**src/rtl/factorial_arbiter.sv**
```systemverilog
// Round-robin arbiter sharing one factorial unit between two requesters.
// Optional WAIT-state watchdog enabled by defining FACT_ARB_TIMEOUT_EN.
module factorial_arbiter #(
  parameter int WIDTH       = 28,
  parameter int VALID_HOLD  = 1,
  parameter int TIMEOUT_CYC = 256
) (
  input  logic             clk,
  input  logic             rst,
  input  logic             req0_valid,
  input  logic [WIDTH-1:0] req0_n,
  output logic             req0_ready,
  output logic             rsp0_valid,
  input  logic             req1_valid,
  input  logic [WIDTH-1:0] req1_n,
  output logic             req1_ready,
  output logic             rsp1_valid,
  output logic [WIDTH-1:0] rsp_data,
  output logic             rsp_ovf,
  output logic [WIDTH-1:0] fu_n,
  output logic             fu_valid_in,
  input  logic             fu_valid_out,
  input  logic             fu_ovrflow,
  input  logic [WIDTH-1:0] fu_d_out,
  output logic             busy,
  output logic             timeout
);

  typedef enum logic [1:0] {IDLE, ISSUE, WAIT, RESP} state_t;

  localparam logic [2:0] HOLD_LAST = 3'(VALID_HOLD - 1);

  state_t           state_reg, state_next;
  logic [2:0]       hold_cnt_reg, hold_cnt_next;
  logic             grant_reg, grant_next;
  logic             last_grant_reg, last_grant_next;
  logic [WIDTH-1:0] n_reg, n_next;
  logic [WIDTH-1:0] cap_data_reg, cap_data_next;
  logic             cap_ovf_reg, cap_ovf_next;
  logic             cap_vld_reg, cap_vld_next;
  logic [WIDTH-1:0] rsp_data_reg, rsp_data_next;
  logic             rsp_ovf_reg, rsp_ovf_next;

  logic       arb_sel;
  logic       state_idle;
  logic [1:0] req_valid_vec;
  logic [1:0] req_ready_vec;
  logic [1:0] rsp_valid_vec;

  assign req_valid_vec = {req1_valid, req0_valid};
  assign state_idle    = (state_reg == IDLE);

  // With both requesting, the one that was not served last wins.
  assign arb_sel = (req0_valid & req1_valid) ? ~last_grant_reg : req1_valid;

  generate
    for (genvar gi = 0; gi < 2; gi++) begin : g_port
      assign req_ready_vec[gi] = rst & state_idle & req_valid_vec[gi] & (arb_sel == 1'(gi));
      assign rsp_valid_vec[gi] = (state_reg == RESP) & (grant_reg == 1'(gi));
    end
  endgenerate

  assign req0_ready  = req_ready_vec[0];
  assign req1_ready  = req_ready_vec[1];
  assign rsp0_valid  = rsp_valid_vec[0];
  assign rsp1_valid  = rsp_valid_vec[1];
  assign rsp_data    = rsp_data_reg;
  assign rsp_ovf     = rsp_ovf_reg;
  assign fu_n        = n_reg;
  assign fu_valid_in = (state_reg == ISSUE);
  assign busy        = ~state_idle;

`ifdef FACT_ARB_TIMEOUT_EN
  localparam int TMO_W = $clog2(TIMEOUT_CYC + 1);

  logic [TMO_W-1:0] tmo_cnt_reg, tmo_cnt_next;
  logic             tmo_flag_reg, tmo_flag_next;

  assign timeout = (state_reg == RESP) & tmo_flag_reg;

  always_ff @(posedge clk or negedge rst) begin
    if (!rst) begin
      tmo_cnt_reg  <= '0;
      tmo_flag_reg <= 1'b0;
    end else begin
      tmo_cnt_reg  <= tmo_cnt_next;
      tmo_flag_reg <= tmo_flag_next;
    end
  end
`else
  assign timeout = 1'b0;
`endif

  always_ff @(posedge clk or negedge rst) begin
    if (!rst) begin
      state_reg      <= IDLE;
      hold_cnt_reg   <= '0;
      grant_reg      <= 1'b0;
      last_grant_reg <= 1'b1;
      n_reg          <= '0;
      cap_data_reg   <= '0;
      cap_ovf_reg    <= 1'b0;
      cap_vld_reg    <= 1'b0;
      rsp_data_reg   <= '0;
      rsp_ovf_reg    <= 1'b0;
    end else begin
      state_reg      <= state_next;
      hold_cnt_reg   <= hold_cnt_next;
      grant_reg      <= grant_next;
      last_grant_reg <= last_grant_next;
      n_reg          <= n_next;
      cap_data_reg   <= cap_data_next;
      cap_ovf_reg    <= cap_ovf_next;
      cap_vld_reg    <= cap_vld_next;
      rsp_data_reg   <= rsp_data_next;
      rsp_ovf_reg    <= rsp_ovf_next;
    end
  end

  always_comb begin
    state_next      = state_reg;
    hold_cnt_next   = hold_cnt_reg;
    grant_next      = grant_reg;
    last_grant_next = last_grant_reg;
    n_next          = n_reg;
    cap_data_next   = cap_data_reg;
    cap_ovf_next    = cap_ovf_reg;
    cap_vld_next    = cap_vld_reg;
    rsp_data_next   = rsp_data_reg;
    rsp_ovf_next    = rsp_ovf_reg;
`ifdef FACT_ARB_TIMEOUT_EN
    tmo_cnt_next    = tmo_cnt_reg;
    tmo_flag_next   = tmo_flag_reg;
`endif

    case (state_reg)
      IDLE: begin
        if (req0_ready | req1_ready) begin
          grant_next    = arb_sel;
          n_next        = arb_sel ? req1_n : req0_n;
          hold_cnt_next = '0;
          cap_vld_next  = 1'b0;
          state_next    = ISSUE;
        end
      end

      ISSUE: begin
        // A unit that answers while the strobe is still held is remembered,
        // so the hold length is always honoured before responding.
        if (fu_valid_out & ~cap_vld_reg) begin
          cap_vld_next  = 1'b1;
          cap_data_next = fu_d_out;
          cap_ovf_next  = fu_ovrflow;
        end
        if (hold_cnt_reg == HOLD_LAST) begin
          if (cap_vld_reg | fu_valid_out) begin
            rsp_data_next = cap_vld_reg ? cap_data_reg : fu_d_out;
            rsp_ovf_next  = cap_vld_reg ? cap_ovf_reg : fu_ovrflow;
            state_next    = RESP;
          end else begin
            state_next    = WAIT;
`ifdef FACT_ARB_TIMEOUT_EN
            tmo_cnt_next  = '0;
`endif
          end
        end else begin
          hold_cnt_next = hold_cnt_reg + 3'd1;
        end
      end

      WAIT: begin
        if (fu_valid_out) begin
          rsp_data_next = fu_d_out;
          rsp_ovf_next  = fu_ovrflow;
          state_next    = RESP;
        end
`ifdef FACT_ARB_TIMEOUT_EN
        else if (tmo_cnt_reg == TMO_W'(TIMEOUT_CYC - 1)) begin
          rsp_data_next = '0;
          rsp_ovf_next  = 1'b1;
          tmo_flag_next = 1'b1;
          state_next    = RESP;
        end else begin
          tmo_cnt_next  = tmo_cnt_reg + 1'b1;
        end
`endif
      end

      RESP: begin
        last_grant_next = grant_reg;
        state_next      = IDLE;
`ifdef FACT_ARB_TIMEOUT_EN
        tmo_flag_next   = 1'b0;
`endif
      end

      default: state_next = IDLE;
    endcase
  end

endmodule

```
**config.mk**
```make
export PLATFORM = sky130hd
export DESIGN_NAME = factorial_arbiter
export DESIGN_NICKNAME = d
export VERILOG_FILES = /design/src/rtl/factorial_arbiter.sv
export SDC_FILE = /design/constraint.sdc
export NUM_CORES = 1
export LEC_CHECK = 0
export BUFFER_PORTS_ARGS = -buffer_cell sky130_fd_sc_hd__buf_2
export CAP_MARGIN = 5
export CELL_PAD_IN_SITES_DETAIL_PLACEMENT = 1
export CELL_PAD_IN_SITES_GLOBAL_PLACEMENT = 1
export CORE_MARGIN = 3
export CORE_UTILIZATION = 40
export CTS_BUF_LIST = sky130_fd_sc_hd__clkbuf_8
export DETAILED_ROUTE_END_ITERATION = 16
export GPL_ROUTABILITY_DRIVEN = 0
export PLACE_DENSITY_LB_ADDON = 0.1
export SLEW_MARGIN = 20
export SYNTH_ARGS = -nofsm -noshare
export SYNTH_HDL_FRONTEND = slang
export SYNTH_SLANG_ARGS = --single-unit
export TNS_END_PERCENT = 10
```
**constraint.sdc**
```tcl
create_clock -name clk -period 2.6 [get_ports clk]
set_input_delay 0.13 -clock clk [delete_from_list [all_inputs] [get_ports clk]]
set_output_delay 0.13 -clock clk [all_outputs]
set_load 0.02 [all_outputs]
```
## Word-level counts from Yosys, hierarchy flattened

Cells that the tools add are included.

| word-level totals | value |
|---|---|
| register bits after elaboration | 94 |
| word-level logic and storage cells | 69 |

| cells by class | value |
|---|---|
| add/subtract/negate cells | 1 |
| equality and inequality tests | 9 |
| muxes and demuxes | 23 |
| bitwise logic cells | 16 |
| reduce and logical (&&, ||, !) cells | 10 |

Operator list:

| kind | number |
|---|---|
| $mux 28 | 5 |
| $pmux 28 s2 | 1 |
| $and 1x1->1 | 9 |
| $reduce_and 3->1 | 3 |
| $mux 1 | 8 |
| $ne 2x1->1 const B | 4 |
| $pmux 2 s4 | 1 |
| $mux 2 | 3 |
| $mux 3 | 2 |
| $pmux 3 s2 | 1 |
| $not 1->1 | 5 |
| $eq 2x2->1 const B | 2 |
| $ne 2x2->1 const B | 2 |
| $pmux 1 s2 | 2 |
| $reduce_and 2->1 | 2 |
| $reduce_and 4->1 | 1 |
| $reduce_bool 2->1 | 2 |
| $add 3x1->3 const B | 1 |
| $logic_not 3->1 | 1 |
| $eq 2x1->1 const B | 1 |
| $logic_not 2->1 | 1 |
| $or 1x1->1 | 2 |

## Depth between registers and ports, before layout

| depth | value |
|---|---|
| depth in word-level cells | 7 |
| depth in mapped cells | 8 |

## Worst setup path after synthesis

Ideal clock, no wire load.

| timing path | value |
|---|---|
| path kind | register -> register |
| start point | reg state_reg[1] |
| end point | reg rsp_data_reg[17], in the netlist rsp_data[17] |
| library setup time | 0.125 ns |
| data arrival time | 1.737 ns |
| slack | 0.738 ns |
| stages on the path, launching flop included | 8 |
| buffers on the path | 2 |
| clock period less this slack | 1.862 ns |
| cell sequence | dfrtp_1 > inv_1 > ha_1 > nand3b_1 > o21ai_2 > buf_4 > buf_8 > mux2_4 |

| on the way | value |
|---|---|
| cells in the longest elaborated chain, start to end | 3 |
| elaborated cells between the ends (all ways) | 8 |
| those cells by class | eq/ne (5); mux (1); reduce/logical (2) |

Ends and longest elaborated chain:

| what | line | text |
|---|---|---|
| start: declaration | 33 | `state_t state_reg, state_next;` |
| start signal: assignment | 107 | `state_reg <= state_next;` |
| $eq 2x1->1 * | -- |  |
| net fu_valid_in | 21 | `output logic fu_valid_in,` |
| $ne 2x1->1 (no source line) / $reduce_bool 2->1 (equally long branches) | -- |  |
| $reduce_and 4->1 (no source line) | -- |  |
| end signal: assignment | 115 | `rsp_data_reg <= rsp_data_next;` |
| end: declaration | 41 | `logic [WIDTH-1:0] rsp_data_reg, rsp_data_next;` |

Mark *: on every way through the listed nets, which the timed path passes. The rest lies on a longest branch.
A chain may end at the register's enable or synchronous reset.

## Worst setup path in the final report

| timing path | value |
|---|---|
| start point | reg state_reg[1] |
| end point | reg rsp_data_reg[13], in the netlist rsp_data[13] |

| on the way | value |
|---|---|
| cells in the longest elaborated chain, start to end | 3 |
| elaborated cells between the ends (all ways) | 8 |
| those cells by class | eq/ne (5); mux (1); reduce/logical (2) |

Ends and longest elaborated chain:

| what | line | text |
|---|---|---|
| $eq 2x2->1 / $eq 2x1->1 (equally long branches) | 136 | `case (state_reg)` |
| $ne 2x2->1 (no source line) (tied with other cells) | -- |  |
| $reduce_and 4->1 (no source line) | -- |  |

Parallel ways exist; a longest one is shown, timed or not.

==> flow_summary_export.csv <==
group,metric,value,unit
finish,diodes,0,
power_and_ir_drop,combPwrFrac,49.6,%
die,coreArea,10900,um^2
route,first_pass_iters,4,
die,dieArea,12600,um^2
route,postRouteWirelength,10800,um
finish,final_cell_mix,"buf_2, dfrtp_1, mux2_2, o21ai_0, nand2_1",
sta,hold_slack,0.00939,ns
sta,setup-violations-final,0,
power_and_ir_drop,p_int,4420,uW
finish,syn_to_final_growth,27.0,%
power_and_ir_drop,power_density,1230,nW/um^2
route,post_drt_wl_per_cell,16.5,um
route,drt-met1-wl,4670,um
synthesis,yosys_warnings,0,
route,antenna_left,0,
synthesis,ys_seq_area_share,52.0,%
global_route,grt_pass1_wl,17900,um
place,hpwl,7900,um
sta,fin_tns_setup,0,ns
sta,fmax,468,MHz
sta,rsz0062_at_grt,"no",
global_route,grt_pass1_vias,3561,
finish,drive_gt1_share,52.9,%
clocking,cts-buffers-inserted,9,
power_and_ir_drop,swShare,37.7,%
critical_path,endpoint_kind,"flip-flop",
global_route,antenna_found_initial,0,
die,start_util,41.4,%
sta,relSlewSlack,54.9,%
place,port_buffers,152,
sta,final-max-slew-violation-count,0,
finish,final_common_cell,"buf_2",
critical_path,startpoint_type,"flip-flop",
global_route,grt_start_max_net_pins,54,
run_status,outcome,"finished, final reports clean",
critical_path,r2r_start,"state_reg[1]",
sta,clock-skew-final,0.0112,ns
critical_path,reg2reg_slack,0.46,ns
critical_path,path_max_fanout,29,
clocking,root_buffer,"clkbuf_8",
synthesis,synth_seq_cells,94,
global_route,track_usage,17.6,%
route,dr_total_vias,3215,
critical_path,crit_required,2.85,ns
finish,fin_nets,606,
power_and_ir_drop,clockPowerShare,14.5,%
critical_path,criticalPathCategory,"flip-flop to flip-flop",
clocking,cts_resized,0,
sta,fin_crit_sh,82.1,%
die,die_h,112,um
route,wl_met3,774,um
sta,hold_viol,0,
clocking,clk_latency,0.37,ns
sta,worstMarginPinSlew,0.676,ns
synthesis,synth.avg_cell_area,13.1,um^2
route,vias_per_cell,4.92,
clocking,htreeDepth,3,
worst_hold_path,hp-class,"input port to flip-flop",
synthesis,synthCells,345,
route,maxUsedRoutingLayer,"met4",
clocking,cts_sinks,94,
power_and_ir_drop,ir_drop,0.000455,V
critical_path,cp.arrival,2.38,ns
synthesis,syn_nets,442,
clocking,clk_path_buf_depth,2,
synthesis,syn_area,4520,um^2
route,wl_met2,5260,um
die,pin_count,154,
clocking,cts_tree,"done",
global_route,gr-total-overflow,0,
power_and_ir_drop,p_leak,0.00292,uW
sta,finalCriticalPeriod,2.14,ns
critical_path,crit_start,"state_reg[1]",
die,rows,38,
route,drt_iter0_markers,137,
worst_hold_path,hold_start,"fu_d_out[19]",
run,max_cap_violations,0,
synthesis,synth.distinct_cells,35,
clocking,path_clk_slew,0.10,ns
die,fp.dieW,112,um
power_and_ir_drop,sequentialPowerShare,35.9,%
route,drc,0,
power_and_ir_drop,switchingPower,2670,uW
[path summary, 6_finish.rpt]
kind,end,cells after the start
max,rsp_data[13],6
min,cap_data_reg[19],2
max reg2reg,rsp_data[13],6
min reg2reg,fu_n[21],2
max in group asynchronous,rsp_data[15],4
min in group asynchronous,grant_reg,2
[cell families (layout without fill, tap and decap cells)]
kind of cell / after synthesis / after routing / synth area share [%]
compound gates: 47 / 47 / 5.70
fa+ha+maj: 7 / 7 / 1.94
buf+inv: 27 / 196 / 3.79
flops: 94 / 94 / 52.0
mux: 117 / 117 / 30.8
other cells: 1 / 1 / 0.0829
simple gates: 52 / 52 / 5.62
[power by group through the flow]
stage	Clock, uW	Sequential, uW	Combinational [uW]
after global routing	1100	2640	3820
after CTS	1050	2560	3590
final	1020	2540	3520
after floorplan	0	3020	2110
after detailed placement	0	2580	3570
after global placement	0	2530	3440
[cell type report]
cell class                 count  area, um^2
clock buffer                  11         151
clock inverter                 5        57.6
fill                        1192        5190
inverter                       6        22.5
multi-input combinational    224        2020
sequential                    94        2350
tap                          140         175
timing repair buffer         174         968
[Yosys cell counts (all sizes together)]
cell / n / area (um^2)
and2: 2 / 12.5
and4b: 1 / 10.0
a21o: 1 / 7.51
dfrtp: 93 / 2330
mux2i: 29 / 290
clkbuf: 4 / 15.0
a21boi: 1 / 7.51
nor2: 3 / 11.3
a31oi: 1 / 6.26
nand3b: 2 / 15.0
nand2: 33 / 124
mux2: 88 / 1100
conb: 1 / 3.75
or2: 1 / 6.26
a222oi: 1 / 10.0
ha: 7 / 87.6
o21ai: 39 / 199
inv: 6 / 22.5
a21oi: 1 / 5.00
dfstp: 1 / 26.3
buf: 17 / 134
and3: 1 / 6.26
nor2b: 4 / 32.5
o211ai: 2 / 15.0
nor3b: 1 / 7.51
nand3: 3 / 15.0
o31ai: 1 / 7.51
nand2b: 1 / 13.8
[worst max-delay path, stage by stage, from the launching register on]
cell and delay [ns]:
dfrtp_1 0.42, inv_1 0.13, ha_1 0.44, nand3b_1 0.21, o21ai_4 0.21, buf_12 0.24, mux2_2 0.37
[what timing repair did]
item	CTS	global route
buffers inserted	0	0
hold buffers	10	1
hold endpoints to repair	50	1
setup endpoints to repair	0	0
[metal layers]
metal  GRT usage (%)  up-vias
met4            5.69        0
met1            22.2     1573
met3            5.07        8
met5               0        -
li1                -     1525
met2            29.3      109
[per-stage QoR]
| step | power [uW] | cells | instance area, um^2 | worst slack (ns) | utilization (%) |
|---|---|---|---|---|---|
| finish | 7080 | 654 | 5740 | 0.465 | 52.5 |
| global route | 7570 | 654 | 5740 | 0.318 | 52.5 |
| CTS | 7200 | 653 | 5730 | 0.436 | 52.4 |
| detailed placement | 6150 | 627 | 5430 | 0.452 | 49.6 |
| global placement | 5970 | 627 | 5430 | 0.555 | 49.6 |
| floorplan | 5130 | 345 | 4520 | 0.738 | - |
Power figures use the tool's default switching activity.
